[config.mk]
export PLATFORM = sky130hd
export DESIGN_NAME = ad9364_fake_tx_sink
export DESIGN_NICKNAME = d
export VERILOG_FILES = /design/src/rtl/fake_tx_pkg.sv /design/src/rtl/fake_tx_sat_cnt.sv /design/src/rtl/ad9364_fake_tx_sink.sv
export SDC_FILE = /design/constraint.sdc
export NUM_CORES = 1
export LEC_CHECK = 0
export CORE_ASPECT_RATIO = 0.8
export CORE_UTILIZATION = 45
export DETAILED_ROUTE_END_ITERATION = 12
export PLACE_DENSITY = 0.72
export REMOVE_ABC_BUFFERS = 1
export SETUP_SLACK_MARGIN = 0.4
export SLEW_MARGIN = 20
export SYNTH_ARGS = -nofsm -noshare
export SYNTH_HDL_FRONTEND = slang
export SYNTH_SLANG_ARGS = --single-unit
export TNS_END_PERCENT = 1
[constraint.sdc]
create_clock -name l_clk -period 6.3 [get_ports l_clk]
set_input_delay 1.26 -clock l_clk [delete_from_list [all_inputs] [get_ports l_clk]]
set_output_delay 1.26 -clock l_clk [all_outputs]
set_load 0.01 [all_outputs]
[src/rtl/fake_tx_pkg.sv]
// Shared types, widths and helpers for the fake AD9364 TX sink.
package fake_tx_pkg;

    localparam int unsigned SAMPLE_W = 24;
    localparam int unsigned IQ_W     = 12;

    typedef enum logic [1:0] {
        IDLE    = 2'd0,
        ACQUIRE = 2'd1,
        LOCKED  = 2'd2
    } state_e;

    typedef struct packed {
        logic [IQ_W-1:0] i;
        logic [IQ_W-1:0] q;
    } iq_sample_t;

    function automatic logic [IQ_W-1:0] exp_q_of(input logic [IQ_W-1:0] i);
        return ~i;
    endfunction

    // Magnitude of a two's complement value; the most negative code saturates.
    function automatic logic [IQ_W-1:0] abs_sat(input logic [IQ_W-1:0] x);
        if (!x[IQ_W-1]) begin
            return x;
        end
        if (x == {1'b1, {(IQ_W-1){1'b0}}}) begin
            return {1'b0, {(IQ_W-1){1'b1}}};
        end
        return ~x + 1'b1;
    endfunction

endpackage

[src/rtl/fake_tx_sat_cnt.sv]
// Saturating up-counter with synchronous clear; clear beats increment.
module fake_tx_sat_cnt #(
    parameter int unsigned CNT_W = 32
) (
    input  logic             clk,
    input  logic             rst,
    input  logic             inc,
    input  logic             clr,
    output logic [CNT_W-1:0] count
);

    logic [CNT_W-1:0] count_q;
    logic [CNT_W-1:0] count_d;

    always_comb begin
        count_d = count_q;
        if (clr) begin
            count_d = '0;
        end else if (inc && (count_q != '1)) begin
            count_d = count_q + 1'b1;
        end
    end

    always_ff @(posedge clk) begin
        if (rst) begin
            count_q <= '0;
        end else begin
            count_q <= count_d;
        end
    end

    assign count = count_q;

endmodule

[src/rtl/ad9364_fake_tx_sink.sv]
// Fake AD9364 DAC sink: drains the TX FIFO and checks the host counter pattern.
// Optional FAKE_TX_PEAK_EN adds running |I|/|Q| peak outputs.
module ad9364_fake_tx_sink
    import fake_tx_pkg::*;
#(
    parameter int unsigned LOCK_COUNT = 16,
    parameter int unsigned MAX_MISS   = 4,
    parameter int unsigned CNT_W      = 32
) (
    input  logic                l_clk,
    input  logic                rst,
    input  logic                enable,
    input  logic                tx_read_allowed,
    output logic                dac_read_en,
    input  logic [SAMPLE_W-1:0] dac_data,
    input  logic                clear_stats,
    output logic                tx_enable,
    output logic                locked,
    output logic [CNT_W-1:0]    sample_count,
    output logic [CNT_W-1:0]    error_count,
    output logic [CNT_W-1:0]    underrun_count,
    output logic [SAMPLE_W-1:0] last_sample
`ifdef FAKE_TX_PEAK_EN
    ,
    output logic [IQ_W-1:0]     peak_i,
    output logic [IQ_W-1:0]     peak_q
`endif
);

    localparam int unsigned MATCH_W = $clog2(LOCK_COUNT + 1);
    localparam int unsigned MISS_W  = $clog2(MAX_MISS + 1);

    (* ASYNC_REG = "TRUE" *) logic enable_meta_q;
    (* ASYNC_REG = "TRUE" *) logic enable_sync_q;

    logic                rd_d1_q;
    state_e              state_q,  state_d;
    logic [MATCH_W-1:0]  match_q,  match_d;
    logic [MISS_W-1:0]   miss_q,   miss_d;
    logic                seed_q,   seed_d;
    logic [IQ_W-1:0]     exp_i_q,  exp_i_d;
    logic [SAMPLE_W-1:0] last_q,   last_d;
    logic                locked_q, locked_d;

    iq_sample_t rx;
    logic       sample_ok;
    logic       err_inc;
    logic       underrun_inc;

    assign dac_read_en = enable_sync_q & tx_read_allowed;
    assign tx_enable   = dac_read_en;

    assign rx        = iq_sample_t'(dac_data);
    assign sample_ok = (rx.i == exp_i_q) && (rx.q == exp_q_of(exp_i_q));

    // Pattern tracker: every valid word reseeds the expected I, compared or not.
    always_comb begin
        state_d = state_q;
        match_d = match_q;
        miss_d  = miss_q;
        seed_d  = seed_q;
        exp_i_d = exp_i_q;
        last_d  = last_q;
        err_inc = 1'b0;

        if (rd_d1_q) begin
            last_d  = dac_data;
            exp_i_d = rx.i + 1'b1;
        end

        case (state_q)
            IDLE: begin
                if (enable_sync_q) begin
                    state_d = ACQUIRE;
                    seed_d  = 1'b1;
                    match_d = '0;
                    miss_d  = '0;
                end
            end
            ACQUIRE: begin
                if (rd_d1_q) begin
                    if (seed_q) begin
                        seed_d = 1'b0;
                    end else if (sample_ok) begin
                        match_d = match_q + 1'b1;
                        if (match_d == MATCH_W'(LOCK_COUNT)) begin
                            state_d = LOCKED;
                            miss_d  = '0;
                        end
                    end else begin
                        match_d = '0;
                    end
                end
            end
            LOCKED: begin
                if (rd_d1_q) begin
                    if (sample_ok) begin
                        miss_d = '0;
                    end else begin
                        err_inc = 1'b1;
                        miss_d  = miss_q + 1'b1;
                        if (miss_d == MISS_W'(MAX_MISS)) begin
                            state_d = ACQUIRE;
                            match_d = '0;
                        end
                    end
                end
            end
            default: begin
                state_d = IDLE;
            end
        endcase

        // Loss of enable wins, but the in-flight sample above is still processed.
        if (!enable_sync_q) begin
            state_d = IDLE;
            match_d = '0;
            miss_d  = '0;
        end

        locked_d = (state_d == LOCKED);
    end

    always_ff @(posedge l_clk) begin
        if (rst) begin
            enable_meta_q <= 1'b0;
            enable_sync_q <= 1'b0;
            rd_d1_q       <= 1'b0;
            state_q       <= IDLE;
            match_q       <= '0;
            miss_q        <= '0;
            seed_q        <= 1'b0;
            exp_i_q       <= '0;
            last_q        <= '0;
            locked_q      <= 1'b0;
        end else begin
            enable_meta_q <= enable;
            enable_sync_q <= enable_meta_q;
            rd_d1_q       <= dac_read_en;
            state_q       <= state_d;
            match_q       <= match_d;
            miss_q        <= miss_d;
            seed_q        <= seed_d;
            exp_i_q       <= exp_i_d;
            last_q        <= last_d;
            locked_q      <= locked_d;
        end
    end

    assign underrun_inc = enable_sync_q & ~tx_read_allowed & (state_q == LOCKED);

    fake_tx_sat_cnt #(.CNT_W(CNT_W)) u_sample_cnt (
        .clk   (l_clk),
        .rst   (rst),
        .inc   (rd_d1_q),
        .clr   (clear_stats),
        .count (sample_count)
    );

    fake_tx_sat_cnt #(.CNT_W(CNT_W)) u_error_cnt (
        .clk   (l_clk),
        .rst   (rst),
        .inc   (err_inc),
        .clr   (clear_stats),
        .count (error_count)
    );

    fake_tx_sat_cnt #(.CNT_W(CNT_W)) u_underrun_cnt (
        .clk   (l_clk),
        .rst   (rst),
        .inc   (underrun_inc),
        .clr   (clear_stats),
        .count (underrun_count)
    );

    assign locked      = locked_q;
    assign last_sample = last_q;

`ifdef FAKE_TX_PEAK_EN
    logic [IQ_W-1:0] peak_i_q, peak_i_d;
    logic [IQ_W-1:0] peak_q_q, peak_q_d;
    logic [IQ_W-1:0] abs_i, abs_q;

    // Running magnitude peaks over valid samples.
    always_comb begin
        abs_i    = abs_sat(rx.i);
        abs_q    = abs_sat(rx.q);
        peak_i_d = peak_i_q;
        peak_q_d = peak_q_q;
        if (clear_stats) begin
            peak_i_d = '0;
            peak_q_d = '0;
        end else if (rd_d1_q) begin
            if (abs_i > peak_i_q) begin
                peak_i_d = abs_i;
            end
            if (abs_q > peak_q_q) begin
                peak_q_d = abs_q;
            end
        end
    end

    always_ff @(posedge l_clk) begin
        if (rst) begin
            peak_i_q <= '0;
            peak_q_q <= '0;
        end else begin
            peak_i_q <= peak_i_d;
            peak_q_q <= peak_q_d;
        end
    end

    assign peak_i = peak_i_q;
    assign peak_q = peak_q_q;
`endif

endmodule

==> key figures <==
Outcome
  • Run status: completed

Clocking
  • Clock Latency Late Sink: 420 ps
  • Clock Path Buffers: 2
  • Inserted Clock Buffers: 17
  • CTS sink cnt: 147
  • # hold bufs at CTS: 0
  • CTS clk-pin slew, worst paths: 60 ps
  • Post_cts resized: 0
  • CTS H-Tree Depth: 4
  • CTS tree: done
  • Clock root cell: clkbuf_16
  • Buffer count from post-CTS setup fixing: 0

Placed design
  • GP Congestion: 0.802
  • Area after DPL: 8870 um2
  • Placement Setup Slack: 2230 ps
  • Placed Cells incl. Taps: 1176
  • Port-buffer cells: 151
  • Placed wire-length estimate: 11900 um

Floorplan
  • IO Pins: 152
  • Die area: 16700 um2
  • Die Span Y: 116 um
  • Rows: 41
  • Area of the core: 15800 um2
  • Initial Util: 0.460
  • Die width: 144 um

Logic synthesis
  • EDFF count, synth: 0
  • Ys flop type: dfxtp_1
  • Syn Inst Count: 850
  • Flop and latch count out of synthesis: 147
  • Post-Syn Area: 7270 um2
  • Post-synthesis sequential area ratio: 0.405
  • Post-synth ARST share: 0
  • Average cell area after synthesis: 8.55 um2
  • Yosys cell types: 63
  • Synth warnings: 0

Cells and area
  • Final #Nets: 1016
  • Fin util: 0.602
  • P&R area growth vs syn: 30.8%
  • Layout Cells excl Fill: 1206
  • Layout cells sized above 1: 0.0575
  • Antenna diode count: 0
  • Design area: 9510 um2

STA
  • Final Skew: 8.22 ps
  • RSZ-0062 raised after global routing: no
  • Setup violations, final: 0
  • FMAX: 267 MHz
  • Final worst slack: 2550 ps
  • Fin. max-slew vios: 0
  • Setup TNS: 0 ps
  • Final Hold Vio Count: 0
  • Hold Slack: 439 ps
  • Slew Limit Headroom: 0.291
  • Final Critical Period: 3750 ps
  • Fin crit share: 0.595
  • Worst Max-Slew Pin Slew: 1060 ps

Routing
  • Final wirelength: 18100 um
  • Average wire per standard cell: 15.0 um
  • DRC: 0
  • Via count: 6559
  • Avg Vias per Cell: 5.44
  • Initial drt markers: 347
  • Drt pass-1 iters: 5
  • Antenna Violating Nets Remaining: 0

Global routing
  • First-pass GRT wire length: 29300 um
  • Overflow after GRT: 0
  • Vias in the first global route: 5857
  • Pin count of the biggest net entering global routing: 60
  • Antenna violations before repair: 0
  • GRT Overall Usage: 0.222

Min path
  • Hold crit path type: reg -> reg

Worst setup path
  • FF-to-FF setup slack: 3750 ps
  • CP Capture Type: output port
  • Crit path launch: tx_read_allowed
  • Worst path required time: 5040 ps
  • R2r endpoint: state_q[1]$_SDFF_PP0_
  • R2R depth: 6
  • CP startpoint kind: input port
  • Worst Path Arrival: 2490 ps
  • Setup Crit Path Kind: in -> out
  • RR Startpoint: exp_i_q[5]$_SDFFE_PP0P_
  • Worst Setup EP: tx_enable
  • Critical path fanouts, max: 3

Power and ir drop
  • Maximum VDD drop: 178 uV
  • Overall Power: 2.13 mW
  • Leak: 2.99 nW
  • Power per Cell Area: 224 nW/um2

Run
  • Max cap viols: 0
area by class of cell:
class                      count  area (um2)
clock inverter                 9         179
fill                        1450        6290
multi-input combinational    647        4070
sequential                   147        2940
clock buffer                  21         460
tap                          215         269
inverter                      10        37.5
timing repair buffer         157        1550
flip-flops by register name, indices dropped and copies added, names as in the netlist:
signal                cells
enable_sync_q             1
miss_q                    3
u_error_cnt.count        32
u_underrun_cnt.count     32
enable_meta_q             1
locked                    1
rd_d1_q                   1
exp_i_q                  12
match_q                   5
last_sample              24
seed_q                    1
u_sample_cnt.count       32
state_q                   2
worst min-delay path by stage:
stage	startpoint	cells past startpoint	endpoint	slack, ps
final	enable_meta_q$_SDFF_PP0_	1	enable_sync_q$_SDFF_PP0_	440
after global routing	enable_meta_q$_SDFF_PP0_	1	enable_sync_q$_SDFF_PP0_	480
after CTS	enable_meta_q$_SDFF_PP0_	1	enable_sync_q$_SDFF_PP0_	440
after detailed placement	enable_meta_q$_SDFF_PP0_	1	enable_sync_q$_SDFF_PP0_	430
after global placement	enable_meta_q$_SDFF_PP0_	1	enable_sync_q$_SDFF_PP0_	420
after floorplan	enable_meta_q$_SDFF_PP0_	1	enable_sync_q$_SDFF_PP0_	410
cells in the mapped netlist (2+ instances only):
| cell type | number | area (um2) |
|---|---|---|
| nor3_1 | 17 | 85.1 |
| xor2_1 | 39 | 342 |
| or2_2 | 2 | 12.5 |
| nand4_1 | 33 | 206 |
| clkbuf_1 | 31 | 116 |
| and3_1 | 11 | 68.8 |
| nor4_4 | 2 | 42.5 |
| dfxtp_1 | 147 | 2940 |
| and2_1 | 4 | 25.0 |
| o21ai_0 | 27 | 135 |
| ha_1 | 7 | 87.6 |
| buf_4 | 2 | 15.0 |
| nand3_1 | 53 | 265 |
| and3b_1 | 2 | 17.5 |
| inv_1 | 10 | 37.5 |
| nand2_1 | 75 | 282 |
| buf_6 | 4 | 45.0 |
| o211ai_1 | 2 | 15.0 |
| nand4_2 | 2 | 25.0 |
| or4_1 | 11 | 82.6 |
| nor3b_1 | 3 | 22.5 |
| o22ai_1 | 5 | 31.3 |
| a211oi_1 | 11 | 82.6 |
| nand2b_1 | 5 | 31.3 |
| nand3b_1 | 2 | 15.0 |
| nor2_1 | 102 | 383 |
| and4_1 | 13 | 114 |
| nand4b_1 | 2 | 17.5 |
| mux2i_1 | 39 | 390 |
| o31ai_1 | 14 | 105 |
| a31oi_1 | 3 | 18.8 |
| nand4_4 | 2 | 42.5 |
| buf_2 | 8 | 40.0 |
| a21oi_1 | 38 | 190 |
| nor2b_1 | 4 | 25.0 |
| or3_1 | 35 | 219 |
| xnor2_1 | 33 | 289 |
| nor4_1 | 25 | 156 |
layer usage:
metal / share of wire / track usage / up-vias
met1: 0.49 / 0.312 / 3036
met3: 0.059 / 0.0554 / 20
met2: 0.44 / 0.337 / 161
li1: - / - / 3342
met4: 0.0090 / 0.0596 / 0
met5: 0 / 0 / -
layout by cell type, fill, tap and decap left out, types with 6 or more instances in the layout:
cell type,count
clkdlybuf4s50_1,150
dfxtp_1,146
nor2_1,102
nand2_1,75
nand3_1,53
xor2_1,39
mux2i_1,39
a21oi_1,38
or3_1,35
nand4_1,33
xnor2_1,33
o21ai_0,27
nor4_1,25
nor3_1,17
clkbuf_16,17
o31ai_1,14
and4_1,13
and3_1,11
a211oi_1,11
or4_1,11
inv_1,10
ha_1,7
buf_4,6
power breakdown:
| part | total (mW) | leakage [nW] | internal (mW) | switching, mW |
|---|---|---|---|---|
| logic | 0.0821 | 1.50 | 0.0377 | 0.0444 |
| clock network | 1.11 | 0.305 | 0.719 | 0.393 |
| registers | 0.939 | 1.19 | 0.935 | 0.00392 |
worst max-delay path: stages:
cell and delay (ps):
clkdlybuf4s50_1 490, and2_1 180, clkdlybuf4s50_1 550
logic make-up (layout without fill, tap and decap cells):
| kind of cell | Yosys count | in the layout | share of synthesized area |
|---|---|---|---|
| muxes | 39 | 39 | 0.0537 |
| and+or+nand+nor | 417 | 417 | 0.312 |
| DFF | 147 | 147 | 0.405 |
| xor gates and xnor gates | 72 | 72 | 0.0868 |
| AOI/OAI and AO/OA | 112 | 112 | 0.0952 |
| buffers and inverters | 56 | 197 | 0.0355 |
| adders and majority gates | 7 | 7 | 0.0120 |
Note: power is estimated with default switching activity, not from simulation.
==> variant, RTL diff (same settings) <==
Add a define of `FAKE_TX_PEAK_EN`.
--- a/src/rtl/ad9364_fake_tx_sink.sv
+++ b/src/rtl/ad9364_fake_tx_sink.sv
@@ -1,4 +1,6 @@
 // Fake AD9364 DAC sink: drains the TX FIFO and checks the host counter pattern.
 // Optional FAKE_TX_PEAK_EN adds running |I|/|Q| peak outputs.
+`define FAKE_TX_PEAK_EN
+
 module ad9364_fake_tx_sink
     import fake_tx_pkg::*;
Behaviour (old outputs only; new: peak_i and peak_q): unchanged (Yosys induction, for registers that start in step).
==> variant against the original RTL <==
  * Register-to-register slack got worse by 170 ps
  * Worst setup slack got worse by 950 ps
  * Synthesized area increased by 29%
  * Sequential share of layout area decreased by 2.1 points
  * Routed wire length increased by 36%
  * Via count increased by 35%
  * First-iteration DRC count increased by 95%
  * Cell area increased by 25%
  * Sequential cell count increased by 24
  * Power increased by 11%
  * Sequential power increased by 16%
  * Maximum frequency decreased by 20%
  * Critical path type is now primary input to register
  * Critical endpoint is now peak_i[11]$_SDFFE_PP0P_
==> variant: results (changes against the original RTL) <==
\begin{tabular}{lr}
\hline
Metric & Value \\
\hline
\multicolumn{2}{l}{\textbf{Yosys}} \\
\quad Multiplexer fraction of the synthesized cell area & 5.12\% (was 5.37\%) \\
\quad Fraction of the yosys area taken by sequential cells & 36.5\% (was 40.5\%) \\
\quad Number of unique standard cell types used by synthesis & 73 (was 63) \\
\quad Most instantiated cells after synthesis & 171 x sky130\_fd\_sc\_hd\_\_dfxtp\_1, 141 x sky130\_fd\_sc\_hd\_\_nor2\_1, 78 x sky130\_fd\_sc\_hd\_\_nand2\_1, 75 x sky130\_fd\_sc\_hd\_\_nand3\_1, 51 x sky130\_fd\_sc\_hd\_\_xor2\_1 (was 147 x sky130\_fd\_sc\_hd\_\_dfxtp\_1, 102 x sky130\_fd\_sc\_hd\_\_nor2\_1, 75 x sky130\_fd\_sc\_hd\_\_nand2\_1, 53 x sky130\_fd\_sc\_hd\_\_nand3\_1) \\
\multicolumn{2}{l}{\textbf{Final layout}} \\
\quad Number of filler cells placed in the layout & 1821 (was 1450) \\
\quad Clk tree area frac & 5.13\% (was 6.72\%) \\
\quad Number of buffers other than clock buffers in the final layout & 183 (was 157) \\
\quad Total area of sequential cells & 3420 µm² (was 2940 µm²) \\
\quad Fraction of standard cell area in multi-input logic & 46.6\% (was 42.8\%) \\
\quad Fraction of area in non-clock buffers & 15.2\% (was 16.3\%) \\
\quad Final net count & 1330 (was 1016) \\
\multicolumn{2}{l}{\textbf{GRT}} \\
\quad Via count of the first global-routing pass & 7801 (was 5857) \\
\quad Met3 Use GR & 5.15\% (was 5.54\%) \\
\quad First-pass GRT wire length & 40400 µm (was 29300 µm) \\
\quad Pin count of the biggest net entering global routing & 64 (was 60) \\
\quad Routing usage on met2 & 33.8\% (was 33.7\%) \\
\multicolumn{2}{l}{\textbf{Status}} \\
\quad Outcome & finished clean (unchanged) \\
\multicolumn{2}{l}{\textbf{Pwr}} \\
\quad Maximum resistive drop on vdd & 0.131 mV (was 0.178 mV) \\
\multicolumn{2}{l}{\textbf{Place}} \\
\quad DP Wirelength & 17400 µm (was 11900 µm) \\
\quad Count of input and output buffers & 175 (was 151) \\
\quad Number of placed instances, taps included & 1513 (was 1176) \\
\quad Gpl congestion & 0.867 (was 0.802) \\
\multicolumn{2}{l}{\textbf{Clocking}} \\
\quad Clk\_lat worst skew & 440 ps (was 420 ps) \\
\quad TritonCTS Sinks & 171 (was 147) \\
\multicolumn{2}{l}{\textbf{Routing}} \\
\quad Average vias per placed instance & 5.72 (was 5.44) \\
\quad WL/cell & 16.0 µm (was 15.0 µm) \\
\quad Detail Route met3 WL & 1280 µm (was 1060 µm) \\
\multicolumn{2}{l}{\textbf{Critical path}} \\
\quad Peak fanout along the critical path & 13 (was 3) \\
\hline
\end{tabular}
-- variant: path summary, 6_finish.rpt --
path,to,cells past startpoint,slack (ps),from
max,peak_i[11]$_SDFFE_PP0P_,15,1600,dac_data[12]
min,enable_sync_q$_SDFF_PP0_,1,440,enable_meta_q$_SDFF_PP0_
max reg2reg,u_error_cnt.count[26]$_SDFFE_PP0P_,5,3580,state_q[1]$_SDFF_PP0_
min reg2reg,enable_sync_q$_SDFF_PP0_,1,440,enable_meta_q$_SDFF_PP0_
-- variant: per-stage QoR --
stage	setup WS, ps	area [µm²]	total power [mW]	hold WS, ps
after floorplan	1130	9100	1.20	414
after global placement	1300	11200	1.28	417
after detailed placement	1190	11200	1.28	431
after CTS	1620	11900	2.38	447
after global routing	1200	11900	2.45	467
final	1600	11900	2.36	438
-- variant: report_power, final --
part	leakage, nW	switching (mW)	internal, mW	total (mW)
Clock	0.288	0.472	0.631	1.10
Combinational	2.27	0.0996	0.0665	0.166
Sequential	1.38	0.00429	1.09	1.09
